## src/rtl/multicycle_controller_pkg.sv

```systemverilog
`default_nettype none
// ============================================================================
// Module      : multicycle_controller_pkg
// Description : Shared definitions for the multi-cycle MIPS-31 control unit.
//               It holds the opcode/funct codes, ALU operation codes, the PC
//               and write-back source encodings, the FSM state type and the
//               decoded-instruction record passed from decoder to FSM.
// Revision    : 1.0 - initial release
// ============================================================================
package multicycle_controller_pkg;

    // Primary opcodes, instruction bits [31:26]
    localparam logic [5:0] c_op_rtype = 6'h00;
    localparam logic [5:0] c_op_j     = 6'h02;
    localparam logic [5:0] c_op_jal   = 6'h03;
    localparam logic [5:0] c_op_beq   = 6'h04;
    localparam logic [5:0] c_op_bne   = 6'h05;
    localparam logic [5:0] c_op_addi  = 6'h08;
    localparam logic [5:0] c_op_addiu = 6'h09;
    localparam logic [5:0] c_op_slti  = 6'h0A;
    localparam logic [5:0] c_op_sltiu = 6'h0B;
    localparam logic [5:0] c_op_andi  = 6'h0C;
    localparam logic [5:0] c_op_ori   = 6'h0D;
    localparam logic [5:0] c_op_xori  = 6'h0E;
    localparam logic [5:0] c_op_lui   = 6'h0F;
    localparam logic [5:0] c_op_lw    = 6'h23;
    localparam logic [5:0] c_op_sw    = 6'h2B;

    // R-type function codes, instruction bits [5:0]
    localparam logic [5:0] c_fn_sll  = 6'h00;
    localparam logic [5:0] c_fn_srl  = 6'h02;
    localparam logic [5:0] c_fn_sra  = 6'h03;
    localparam logic [5:0] c_fn_sllv = 6'h04;
    localparam logic [5:0] c_fn_srlv = 6'h06;
    localparam logic [5:0] c_fn_srav = 6'h07;
    localparam logic [5:0] c_fn_jr   = 6'h08;
    localparam logic [5:0] c_fn_add  = 6'h20;
    localparam logic [5:0] c_fn_addu = 6'h21;
    localparam logic [5:0] c_fn_sub  = 6'h22;
    localparam logic [5:0] c_fn_subu = 6'h23;
    localparam logic [5:0] c_fn_and  = 6'h24;
    localparam logic [5:0] c_fn_or   = 6'h25;
    localparam logic [5:0] c_fn_xor  = 6'h26;
    localparam logic [5:0] c_fn_nor  = 6'h27;
    localparam logic [5:0] c_fn_slt  = 6'h2A;
    localparam logic [5:0] c_fn_sltu = 6'h2B;

    // ALU operation codes
    localparam logic [3:0] c_alu_add  = 4'h0;
    localparam logic [3:0] c_alu_addu = 4'h1;
    localparam logic [3:0] c_alu_sub  = 4'h2;
    localparam logic [3:0] c_alu_subu = 4'h3;
    localparam logic [3:0] c_alu_and  = 4'h4;
    localparam logic [3:0] c_alu_or   = 4'h5;
    localparam logic [3:0] c_alu_xor  = 4'h6;
    localparam logic [3:0] c_alu_nor  = 4'h7;
    localparam logic [3:0] c_alu_slt  = 4'h8;
    localparam logic [3:0] c_alu_sltu = 4'h9;
    localparam logic [3:0] c_alu_sll  = 4'hA;
    localparam logic [3:0] c_alu_srl  = 4'hB;
    localparam logic [3:0] c_alu_sra  = 4'hC;
    localparam logic [3:0] c_alu_lui  = 4'hD;

    // PC source select
    localparam logic [1:0] c_pc_plus4  = 2'b00;
    localparam logic [1:0] c_pc_branch = 2'b01;
    localparam logic [1:0] c_pc_jump   = 2'b10;
    localparam logic [1:0] c_pc_rs     = 2'b11;

    // Register write-back source select
    localparam logic [1:0] c_rd_alu  = 2'b00;
    localparam logic [1:0] c_rd_mem  = 2'b01;
    localparam logic [1:0] c_rd_link = 2'b10;

    localparam logic [4:0] c_link_reg = 5'd31;

    typedef enum logic [2:0] {
        ST_FETCH  = 3'd0,
        ST_DECODE = 3'd1,
        ST_EXEC   = 3'd2,
        ST_MEM    = 3'd3,
        ST_WB     = 3'd4,
        ST_TRAP   = 3'd7
    } state_t;

    // Instruction class flags plus datapath selects, produced by the decoder
    typedef struct packed {
        logic       illegal;
        logic       is_branch;
        logic       is_j;
        logic       is_jal;
        logic       is_jr;
        logic       is_lw;
        logic       is_sw;
        logic       rs_rena;
        logic       rt_rena;
        logic [4:0] rd_addr;
        logic [1:0] rd_sel;
        logic       ext_signed;
        logic       alu_a_sel;
        logic       alu_b_sel;
        logic [3:0] alu_sel;
    } dec_t;

endpackage
`default_nettype wire

```

## src/rtl/mips_decoder.sv

```systemverilog
`default_nettype none
// ============================================================================
// Module      : mips_decoder
// Description : Purely combinational MIPS-31 instruction decoder. Classifies
//               the instruction and produces register-read enables, the
//               destination register, write-back source and ALU controls.
//               No state gating happens here; the controller does that.
// Ports       : i_instruction  32  instruction register contents
//               o_dec          --  decoded fields (dec_t)
// Revision    : 1.0 - initial release
// ============================================================================
module mips_decoder
    import multicycle_controller_pkg::*;
(
    input  logic [31:0] i_instruction,
    output dec_t        o_dec
);

    logic [5:0] w_op;
    logic [5:0] w_fn;
    logic [4:0] w_rt;
    logic [4:0] w_rd;
    logic       w_unused;

    assign w_op = i_instruction[31:26];
    assign w_fn = i_instruction[5:0];
    assign w_rt = i_instruction[20:16];
    assign w_rd = i_instruction[15:11];

    // rs number, shamt and immediate are routed by the datapath directly
    assign w_unused = ^{i_instruction[25:21], i_instruction[10:6]};

    always_comb begin
        o_dec = '0;
        case (w_op)
            c_op_rtype: begin
                o_dec.rd_addr = w_rd;
                o_dec.rs_rena = 1'b1;
                o_dec.rt_rena = 1'b1;
                case (w_fn)
                    c_fn_add:  o_dec.alu_sel = c_alu_add;
                    c_fn_addu: o_dec.alu_sel = c_alu_addu;
                    c_fn_sub:  o_dec.alu_sel = c_alu_sub;
                    c_fn_subu: o_dec.alu_sel = c_alu_subu;
                    c_fn_and:  o_dec.alu_sel = c_alu_and;
                    c_fn_or:   o_dec.alu_sel = c_alu_or;
                    c_fn_xor:  o_dec.alu_sel = c_alu_xor;
                    c_fn_nor:  o_dec.alu_sel = c_alu_nor;
                    c_fn_slt:  o_dec.alu_sel = c_alu_slt;
                    c_fn_sltu: o_dec.alu_sel = c_alu_sltu;
                    c_fn_sllv: o_dec.alu_sel = c_alu_sll;
                    c_fn_srlv: o_dec.alu_sel = c_alu_srl;
                    c_fn_srav: o_dec.alu_sel = c_alu_sra;
                    // Constant shifts take the amount from shamt, not rs
                    c_fn_sll, c_fn_srl, c_fn_sra: begin
                        o_dec.rs_rena   = 1'b0;
                        o_dec.alu_a_sel = 1'b1;
                        o_dec.alu_sel   = (w_fn == c_fn_sll) ? c_alu_sll :
                                          (w_fn == c_fn_srl) ? c_alu_srl : c_alu_sra;
                    end
                    c_fn_jr: begin
                        o_dec.is_jr   = 1'b1;
                        o_dec.rt_rena = 1'b0;
                        o_dec.rd_addr = 5'd0;
                    end
                    default: o_dec.illegal = 1'b1;
                endcase
            end
            c_op_addi, c_op_addiu, c_op_slti, c_op_sltiu,
            c_op_andi, c_op_ori, c_op_xori, c_op_lui: begin
                o_dec.rs_rena   = (w_op != c_op_lui);
                o_dec.rd_addr   = w_rt;
                o_dec.alu_b_sel = 1'b1;
                case (w_op)
                    c_op_addi:  begin o_dec.alu_sel = c_alu_add;  o_dec.ext_signed = 1'b1; end
                    c_op_addiu: begin o_dec.alu_sel = c_alu_addu; o_dec.ext_signed = 1'b1; end
                    c_op_slti:  begin o_dec.alu_sel = c_alu_slt;  o_dec.ext_signed = 1'b1; end
                    c_op_sltiu: begin o_dec.alu_sel = c_alu_sltu; o_dec.ext_signed = 1'b1; end
                    c_op_andi:  o_dec.alu_sel = c_alu_and;
                    c_op_ori:   o_dec.alu_sel = c_alu_or;
                    c_op_xori:  o_dec.alu_sel = c_alu_xor;
                    default:    o_dec.alu_sel = c_alu_lui;
                endcase
            end
            c_op_lw: begin
                o_dec.is_lw      = 1'b1;
                o_dec.rs_rena    = 1'b1;
                o_dec.rd_addr    = w_rt;
                o_dec.rd_sel     = c_rd_mem;
                o_dec.ext_signed = 1'b1;
                o_dec.alu_b_sel  = 1'b1;
                o_dec.alu_sel    = c_alu_addu;
            end
            c_op_sw: begin
                o_dec.is_sw      = 1'b1;
                o_dec.rs_rena    = 1'b1;
                o_dec.rt_rena    = 1'b1;
                o_dec.ext_signed = 1'b1;
                o_dec.alu_b_sel  = 1'b1;
                o_dec.alu_sel    = c_alu_addu;
            end
            c_op_beq, c_op_bne: begin
                // The ALU compare result arrives back as in_branch
                o_dec.is_branch  = 1'b1;
                o_dec.rs_rena    = 1'b1;
                o_dec.rt_rena    = 1'b1;
                o_dec.ext_signed = 1'b1;
                o_dec.alu_sel    = c_alu_subu;
            end
            c_op_j: o_dec.is_j = 1'b1;
            c_op_jal: begin
                o_dec.is_jal  = 1'b1;
                o_dec.rd_addr = c_link_reg;
                o_dec.rd_sel  = c_rd_link;
            end
            default: o_dec.illegal = 1'b1;
        endcase

        // Keep illegal encodings from leaking partial selects downstream
        if (o_dec.illegal) begin
            o_dec         = '0;
            o_dec.illegal = 1'b1;
        end
    end

endmodule
`default_nettype wire

```

## src/rtl/multicycle_controller.sv

```systemverilog
`default_nettype none
// ============================================================================
// Module      : multicycle_controller
// Description : Multi-cycle MIPS-31 control unit. Sequences FETCH, DECODE,
//               EXEC, MEM and WB per instruction, handshakes with a shared
//               memory via in_mem_ready, and traps on illegal instructions or
//               on a memory stall longer than MEM_WAIT_MAX cycles.
// Ports       : in_clk, in_rst_n            clock / async active-low reset
//               in_instruction, in_branch   IR contents, ALU branch result
//               in_mem_ready                memory completed request
//               out_ir_wena .. out_alu_sel  datapath control
//               out_state                   current FSM state
//               out_illegal, out_mem_timeout sticky trap causes
// Revision    : 1.0 - initial release
// ============================================================================
module multicycle_controller
    import multicycle_controller_pkg::*;
#(
    parameter int unsigned MEM_WAIT_MAX    = 15,
    parameter int unsigned WAIT_CNT_W      = 8,
    parameter int unsigned TRAP_ON_ILLEGAL = 1
) (
    input  logic        in_clk,
    input  logic        in_rst_n,
    input  logic [31:0] in_instruction,
    input  logic        in_branch,
    input  logic        in_mem_ready,
    output logic        out_ir_wena,
    output logic        out_pc_wena,
    output logic [1:0]  out_pc_sel,
    output logic        out_mem_req,
    output logic        out_mem_wena,
    output logic        out_mem_addr_sel,
    output logic        out_rs_rena,
    output logic        out_rt_rena,
    output logic        out_rd_wena,
    output logic [4:0]  out_rd_addr,
    output logic [1:0]  out_rd_sel,
    output logic        out_ext_signed,
    output logic        out_alu_a_sel,
    output logic        out_alu_b_sel,
    output logic [3:0]  out_alu_sel,
    output logic [2:0]  out_state,
    output logic        out_illegal,
    output logic        out_mem_timeout
);

    localparam logic [WAIT_CNT_W-1:0] c_wait_last = WAIT_CNT_W'(MEM_WAIT_MAX - 1);

    state_t                r_state;
    state_t                w_next_state;
    logic [WAIT_CNT_W-1:0] r_wait_cnt;
    logic                  r_illegal;
    logic                  r_mem_timeout;

    dec_t       w_dec;
    logic       w_dec_valid;
    logic       w_dec_out;
    logic       w_wait_expired;
    logic       w_set_illegal;
    logic       w_set_timeout;
    logic       w_ir_wena;
    logic       w_pc_wena;
    logic [1:0] w_pc_sel;
    logic       w_mem_req;
    logic       w_mem_wena;
    logic       w_addr_sel;
    logic       w_rd_wena;

    mips_decoder u_decoder (
        .i_instruction (in_instruction),
        .o_dec         (w_dec)
    );

    // Last allowed waiting cycle: without ready now, the stall has lasted
    // MEM_WAIT_MAX cycles.
    assign w_wait_expired = (r_wait_cnt == c_wait_last);

    always_ff @(posedge in_clk or negedge in_rst_n) begin
        if (!in_rst_n) begin
            r_state <= ST_FETCH;
        end else begin
            r_state <= w_next_state;
        end
    end

    always_ff @(posedge in_clk or negedge in_rst_n) begin
        if (!in_rst_n) begin
            r_wait_cnt <= '0;
        end else if (w_next_state != r_state) begin
            r_wait_cnt <= '0;
        end else if (r_state == ST_FETCH || r_state == ST_MEM) begin
            r_wait_cnt <= r_wait_cnt + 1'b1;
        end
    end

    always_ff @(posedge in_clk or negedge in_rst_n) begin
        if (!in_rst_n) begin
            r_illegal     <= 1'b0;
            r_mem_timeout <= 1'b0;
        end else begin
            if (w_set_illegal) r_illegal <= 1'b1;
            if (w_set_timeout) r_mem_timeout <= 1'b1;
        end
    end

    always_comb begin
        w_next_state  = r_state;
        w_set_illegal = 1'b0;
        w_set_timeout = 1'b0;
        w_ir_wena     = 1'b0;
        w_pc_wena     = 1'b0;
        w_pc_sel      = c_pc_plus4;
        w_mem_req     = 1'b0;
        w_mem_wena    = 1'b0;
        w_addr_sel    = 1'b0;
        w_rd_wena     = 1'b0;
        w_dec_valid   = 1'b0;
        case (r_state)
            ST_FETCH: begin
                w_mem_req = 1'b1;
                if (in_mem_ready) begin
                    w_ir_wena    = 1'b1;
                    w_pc_wena    = 1'b1;
                    w_next_state = ST_DECODE;
                end else if (w_wait_expired) begin
                    w_set_timeout = 1'b1;
                    w_next_state  = ST_TRAP;
                end
            end
            ST_DECODE: begin
                w_dec_valid = 1'b1;
                if (w_dec.illegal) begin
                    if (TRAP_ON_ILLEGAL != 0) begin
                        w_set_illegal = 1'b1;
                        w_next_state  = ST_TRAP;
                    end else begin
                        w_next_state = ST_FETCH;
                    end
                end else begin
                    w_next_state = ST_EXEC;
                end
            end
            ST_EXEC: begin
                w_dec_valid = 1'b1;
                if (w_dec.is_branch) begin
                    w_pc_wena    = in_branch;
                    w_pc_sel     = c_pc_branch;
                    w_next_state = ST_FETCH;
                end else if (w_dec.is_j || w_dec.is_jal) begin
                    w_pc_wena    = 1'b1;
                    w_pc_sel     = c_pc_jump;
                    w_next_state = w_dec.is_jal ? ST_WB : ST_FETCH;
                end else if (w_dec.is_jr) begin
                    w_pc_wena    = 1'b1;
                    w_pc_sel     = c_pc_rs;
                    w_next_state = ST_FETCH;
                end else if (w_dec.is_lw || w_dec.is_sw) begin
                    w_next_state = ST_MEM;
                end else begin
                    w_next_state = ST_WB;
                end
            end
            ST_MEM: begin
                w_dec_valid = 1'b1;
                w_mem_req   = 1'b1;
                w_addr_sel  = 1'b1;
                w_mem_wena  = w_dec.is_sw;
                if (in_mem_ready) begin
                    w_next_state = w_dec.is_lw ? ST_WB : ST_FETCH;
                end else if (w_wait_expired) begin
                    w_set_timeout = 1'b1;
                    w_next_state  = ST_TRAP;
                end
            end
            ST_WB: begin
                w_dec_valid  = 1'b1;
                w_rd_wena    = 1'b1;
                w_next_state = ST_FETCH;
            end
            ST_TRAP: w_next_state = ST_TRAP;
            default: w_next_state = ST_FETCH;
        endcase
    end

    // While reset is held every output is forced low, so an in-flight memory
    // write is withdrawn in the same instant rather than at the next edge.
    assign w_dec_out = w_dec_valid & in_rst_n;

    assign out_ir_wena      = w_ir_wena  & in_rst_n;
    assign out_pc_wena      = w_pc_wena  & in_rst_n;
    assign out_pc_sel       = in_rst_n ? w_pc_sel : c_pc_plus4;
    assign out_mem_req      = w_mem_req  & in_rst_n;
    assign out_mem_wena     = w_mem_wena & in_rst_n;
    assign out_mem_addr_sel = w_addr_sel & in_rst_n;
    assign out_rd_wena      = w_rd_wena  & in_rst_n;

    assign out_rs_rena    = w_dec.rs_rena    & w_dec_out;
    assign out_rt_rena    = w_dec.rt_rena    & w_dec_out;
    assign out_ext_signed = w_dec.ext_signed & w_dec_out;
    assign out_alu_a_sel  = w_dec.alu_a_sel  & w_dec_out;
    assign out_alu_b_sel  = w_dec.alu_b_sel  & w_dec_out;
    assign out_rd_addr    = w_dec_out ? w_dec.rd_addr : 5'd0;
    assign out_rd_sel     = w_dec_out ? w_dec.rd_sel  : c_rd_alu;
    assign out_alu_sel    = w_dec_out ? w_dec.alu_sel : c_alu_add;

    assign out_state       = r_state;
    assign out_illegal     = r_illegal;
    assign out_mem_timeout = r_mem_timeout;

endmodule
`default_nettype wire

```

## config.mk

```make
export PLATFORM = sky130hd
export DESIGN_NAME = multicycle_controller
export DESIGN_NICKNAME = d
export VERILOG_FILES = /design/src/rtl/multicycle_controller_pkg.sv /design/src/rtl/mips_decoder.sv /design/src/rtl/multicycle_controller.sv
export SDC_FILE = /design/constraint.sdc
export NUM_CORES = 1
export LEC_CHECK = 0
export ABC_AREA = 1
export CAP_MARGIN = 20
export CELL_PAD_IN_SITES_DETAIL_PLACEMENT = 0
export CELL_PAD_IN_SITES_GLOBAL_PLACEMENT = 1
export CORE_ASPECT_RATIO = 1.1
export CORE_MARGIN = 1.5
export CORE_UTILIZATION = 42
export DETAILED_ROUTE_END_ITERATION = 16
export DONT_BUFFER_PORTS = 1
export PLACE_DENSITY = 0.77
export SYNTH_ARGS = -nofsm -noshare
export SYNTH_HDL_FRONTEND = slang
export SYNTH_SLANG_ARGS = --single-unit
```

## constraint.sdc

```tcl
create_clock -name in_clk -period 1.8 [get_ports in_clk]
set_input_delay 0.27 -clock in_clk [delete_from_list [all_inputs] [get_ports in_clk]]
set_output_delay 0.27 -clock in_clk [all_outputs]
set_load 0.05 [all_outputs]
```

* Word-level counts from Yosys, hierarchy flattened
Index checks and enable logic that the tools add are counted. Widths: inputs -> output; s select.
Storage, ports and cells: latch bits 0, ROM bits 0, memories 0, word-level logic and storage cells 138, RAM bits 0, bits of input ports 36, output and inout port bits 29, register bits after elaboration 13
Operators by class: reductions and logical operators 20, $lt $le $gt $ge 0, shifts and indexed selects 0, $mul 0, equal/unequal tests 38, bitwise gates (word level) 12, divide/modulo/power cells 0, add/subtract/negate cells 1, multiplexer cells 63
Operator list (count):
- $eq 6x6->1 const B | 12
- $eq 6x4->1 const B | 9
- $pmux 4 s13 | 1
- $mux 3 | 11
- $eq 6x3->1 const B | 5
- $mux 1 | 28
- $pmux 4 s7 | 1
- $eq 6x2->1 const B | 4
- $mux 23 | 1
- $reduce_or 17->1 | 1
- $mux 8 | 2
- $pmux 4 s4 | 1
- $pmux 3 s5 | 1
- $pmux 5 s3 | 1
- $reduce_or 14->1 | 1
- $and 1x1->1 | 12
- $logic_not 6->1 | 2
- $mux 2 | 6
- $reduce_or 4->1 | 3
- $reduce_or 10->1 | 1
- $reduce_or 9->1 | 1
- $add 8x1->8 const B | 1
- $eq 8x4->1 const B | 1
- $mux 4 | 2
- other kinds (16) | 26

* Depth between registers and ports, before layout
depth after elaboration 14, gate-level depth with buffers 16, gate-level depth less buffers 15

* Hierarchy
A second synthesis with hierarchy kept.
Unflattened totals: cells, all modules 292, area, all modules 1729.2 µm²
Modules (own cells, without submodules):
- multicycle_controller | seq. area each 325.3 µm², area each 1073.5 µm², cells an instance 163, times used 1
- mips_decoder | seq. area each 0.0 µm², area each 655.6 µm², cells an instance 129, times used 1

* Worst setup path after synthesis
Ideal clock, no wire load.
path kind register to output, start point reg r_state[1] (netlist: out_state[1]), end point out out_rd_addr[1], setup slack -1.254 ns, cell stages (with the launch flop) 9, buffers on the path 2, data required time 1.530 ns, arrival 2.784 ns, cell sequence dfrtp_1 buf_6 nor2_2 nand2_2 inv_2 nor3_1 inv_1 clkbuf_1 a311oi_1
Between the ends: longest elaborated chain between the ends 5, elaborated cells between the ends (all ways) 8, classes of those cells eq/ne (4); mux (2); bitwise (1); reduce/logical (1)
RTL lines:
- start, declared | line multicycle_controller.sv:50 | state_t r_state;
- start signal, assigned | line multicycle_controller.sv:83 | r_state <= w_next_state;
- $eq 3x2->1, or another cell as far along | line multicycle_controller.sv:119 | case (r_state)
- $reduce_or 4->1 (no source line) (*)
- $mux 1 (*) | line multicycle_controller.sv:119
- $and 1x1->1 (*) | line multicycle_controller.sv:188 | assign w_dec_out = w_dec_valid & in_rst_n;
- $mux 5 (*) | line multicycle_controller.sv:203 | assign out_rd_addr = w_dec_out ? w_dec.rd_addr : 5'd0;
- end, declared | line multicycle_controller.sv:37 | output logic [4:0] out_rd_addr,
Every way passes the cells marked *; elsewhere a longest branch is shown, timed or not.

* Final worst setup path
start point reg r_state[1] (netlist: out_state[1]), end point out out_rd_addr[3]
The elaborated chain is that of the path after synthesis.

==> impl_metrics.py <==
metrics = {
    "run_status": {
        "outcome": "complete, but fails checks",
        "failed_checks": "negative setup slack",
    },
    "pwr": {
        "p_seq_share_pct": 41.3,
        "power.share.combinational_pct": 20.3,
        "p_leak_nw": 1.36,
        "clkPwrFrac_pct": 38.4,
        "worst_ir_drop_vdd_uv": 169,
        "power_density_nw_per_um2": 242,
        "net_switching_share_of_the_total_power_pct": 29.0,
        "p_int_uw": 503,
        "p_switching_uw": 205,
    },
    "floorplanning": {
        "floorplan.die_area_sq_um": 4090,
        "initial_utilization_pct": 43.4,
        "fp-row-count": 23,
        "io_count": 65,
        "floorplan.die.height_microns": 66.9,
        "die_width_microns": 61.1,
        "fp.coreArea_sq_um": 3600,
    },
    "synth": {
        "synth_top_area_share_pct": 20.9,
        "ys_ff_latch": 13,
        "yosys.area.top_type": "sky130_fd_sc_hd__dfrtp_1",
        "ys_async_sr_fraction_pct": 100,
        "biggest_area_contributors_in_the_synthesized_netlist": "sky130_fd_sc_hd__dfrtp_1 (21%), sky130_fd_sc_hd__nand2_1 (12%), sky130_fd_sc_hd__inv_1 (8.7%), sky130_fd_sc_hd__nor2_1 (7.0%), sky130_fd_sc_hd__nand3_1 (6.1%)",
        "synthFlopType": "sky130_fd_sc_hd__dfrtp_1",
        "synth_warnings": 0,
        "ys_types": 37,
        "syn-cell-area_sq_um": 1560,
        "synth_nets": 284,
        "post_synth_inst_count": 246,
        "edff_count_synth": 0,
        "sequential_share_of_the_synthesized_area_pct": 20.9,
        "synth_area_per_cell_sq_um": 6.34,
    },
    "clock_network": {
        "numCtsBuffers": 3,
        "root_buffer": "sky130_fd_sc_hd__clkbuf_8",
        "clk_path_buf_depth": 2,
        "clkLatencyLatePin_ns": 0.25,
        "tritoncts": "yes",
        "cts.reportedPaths.clkPinSlew_ns": 0.06,
        "cts-htree-levels": 1,
        "clkSinkCount": 13,
    },
    "global_route": {
        "largest_net_degree_at_the_start_of_global_routing": 14,
        "grt_pass1_vias": 1912,
        "grt_first_pass_wirelength_microns": 8040,
        "grt_antenna_before_repair": 0,
        "grt_use_total_pct": 25.7,
        "globalRoute.totalOverflow": 0,
    },
    "route": {
        "drt_pass1_iterations": 4,
        "average_vias_per_placed_instance": 5.43,
        "drt.antenna.violating_nets": 0,
        "avgRoutedWirePerCell_microns": 15.6,
        "wl_microns": 5850,
        "drt_iter0_markers": 169,
        "route.detailed.drc": 0,
        "detailroute.via_count": 2041,
    },
    "worst_setup_path": {
        "crit_type": "reg -> out",
        "worst-endpoint-arrival_ns": 1.74,
        "critical_path.startpoint_type": "register",
        "worstPathMaxFanout": 8,
        "endpoint_kind": "primary output",
        "crit_required_ns": 1.53,
    },
    "final_layout": {
        "final_core_util_pct": 81.4,
        "area.growth.synth_to_final_pct": 87.7,
        "insertedDiodeCount": 0,
        "fillerInstances": 231,
        "final_layout_size_suffix_gt1_share_pct": 50.9,
        "nets": 365,
        "final_cell_count_no_fill": 376,
    },
    "timing": {
        "timing.final.ws_setup_ns": -0.210,
        "maxSlewHeadroom_pct": 57.5,
        "final-max-slew-violation-count": 0,
        "fmax_mhz": 498,
        "slew_at_the_pin_closest_to_its_max_slew_limit_ns": 0.636,
        "grt_setup_unrepaired": "yes",
        "timing.final.hold_violations": 0,
        "final_clock_skew_ns": 0.00661,
        "post-route-min-period_ns": 2.01,
        "finalHoldWorstSlack_ns": 0.230,
        "min_period_over_period_pct": 112,
        "finalSetupViolCount": 30,
        "setup_tns_ns": -3.87,
    },
    "placement": {
        "place_hpwl_microns": 4070,
        "numPlacedInstances": 358,
        "place.gp.congestion": 0.927,
        "portBuffers": 0,
    },
    "worst_hold_path": {
        "worst_hold_path_type": "in -> reg",
    },
    "run": {
        "maxCapViolCount": 0,
    },
}
## timing repair
action	in CTS	in global routing
cloned	0	0
hold buffers	1	0
gates resized for setup	15	25
buffers inserted	3	10
endpoints found under the setup margin	29	31
endpoints found under the hold margin	13	0
pin swaps	7	10
## critical path, cell delays in order (launching register included)
cell and delay [ns]:
sky130_fd_sc_hd__dfrtp_2 0.43, sky130_fd_sc_hd__nor2_4 0.06, sky130_fd_sc_hd__nand2_2 0.07, sky130_fd_sc_hd__inv_2 0.06, sky130_fd_sc_hd__nor3_4 0.18, sky130_fd_sc_hd__inv_2 0.09
sky130_fd_sc_hd__buf_12 0.15, sky130_fd_sc_hd__a311oi_4 0.25, sky130_fd_sc_hd__buf_12 0.18
## logic make-up after synthesis
group	count (synthesis)	share of synthesized area, %
and+or+nand+nor	147	48.8
buffers and inverters	46	11.7
AOI/OAI and AO/OA	32	13.7
DFF	13	20.8
xor gates and xnor gates	6	3.37
adders and majority gates	2	1.60
## cell usage after synthesis (2+ instances only)
cell                       instances
sky130_fd_sc_hd__nand2_4           4
sky130_fd_sc_hd__nor2_1           29
sky130_fd_sc_hd__nand3_1          19
sky130_fd_sc_hd__nand2_1          48
sky130_fd_sc_hd__nor2_4            3
sky130_fd_sc_hd__dfrtp_1          13
sky130_fd_sc_hd__nand4_1           4
sky130_fd_sc_hd__inv_1            36
sky130_fd_sc_hd__inv_2             7
sky130_fd_sc_hd__nand2_2           7
sky130_fd_sc_hd__a31oi_1           3
sky130_fd_sc_hd__o211ai_1          2
sky130_fd_sc_hd__nor4_1            2
sky130_fd_sc_hd__a21oi_1           8
sky130_fd_sc_hd__ha_1              2
sky130_fd_sc_hd__nand3_2           4
sky130_fd_sc_hd__nor3_1            8
sky130_fd_sc_hd__xor2_1            5
sky130_fd_sc_hd__nor2_2           15
sky130_fd_sc_hd__a311oi_1          6
sky130_fd_sc_hd__o21ai_1           2
sky130_fd_sc_hd__o21ai_0           4
## power by group through the flow
| stage | sequential, mW | clock (mW) | combinational (mW) |
|---|---|---|---|
| finish | 0.292 | 0.272 | 0.143 |
| floorplan | 0.298 | 0 | 0.0815 |
| CTS | 0.292 | 0.272 | 0.140 |
| global route | 0.292 | 0.288 | 0.157 |
| detailed placement | 0.298 | 0 | 0.129 |
| global placement | 0.298 | 0 | 0.126 |
## final timing paths
kind | to | slack (ns) | start | cells after the start
worst max-delay path | out_rd_addr[3] | -0.21 | out_state[1] | 8
worst min-delay path | out_state[1] | 0.23 | in_mem_ready | 3
worst max register to register | r_wait_cnt[1] | -0.15 | out_state[1] | 14
worst min register to register | r_wait_cnt[7] | 0.59 | r_wait_cnt[7] | 2
max in group asynchronous | out_state[2] | 0.87 | in_rst_n | 1
min in group asynchronous | out_illegal | 0.48 | in_rst_n | 1
## cell type report
type	count	area, sq um	area share (%)
clock buffers	4	45.0	1.54
inverters	44	170	5.81
multi-input cells	187	1410	48.1
flip-flops and latches	13	329	11.2
well taps	50	62.6	2.14
repair buffers	78	913	31.2
## stage by stage
stage               instance area, sq um  power (mW)  setup slack, ns
floorplan                           1810       0.379           -0.343
detailed placement                  2600       0.427          -0.0558
CTS                                 2750       0.705           -0.181
global route                        2930       0.738           -0.268
global placement                    2600       0.423          -0.0214
finish                              2930       0.708           -0.210
## registers in the layout, summed over array words and instances, names as in the netlist
register,cells
out_mem_timeout,1
out_state,3
out_illegal,1
r_wait_cnt,8
## layout by cell type, fill, tap and decap left out, drive strengths merged
cell type and instances:
o21ai 6, nor4 2, a221oi 1, ha 2, o31ai 1, nor3 9
nand2 59, clkbuf 4, o22ai 1, nand4 5, buf 77, dfrtp 13
o311ai 1, inv 44, xnor2 1, nor3b 1, nor2 47, o211ai 2
a311oi 6, a31oi 3, nand3 23, a21oi 9, a2bb2oi 1, a31o 1
dlygate4sd3 1, or2 1, xor2 5
## per-layer routing
| layer | vias up | track usage (%) | share of wire [%] |
|---|---|---|---|
| li1 | 968 | - | - |
| met1 | 967 | 29.8 | 37 |
| met2 | 89 | 46.7 | 55 |
| met3 | 17 | 1.55 | 5.3 |
| met4 | 0 | 11.1 | 2.5 |
| met5 | - | 0 | 0 |
(Power assumes the default switching activity.)
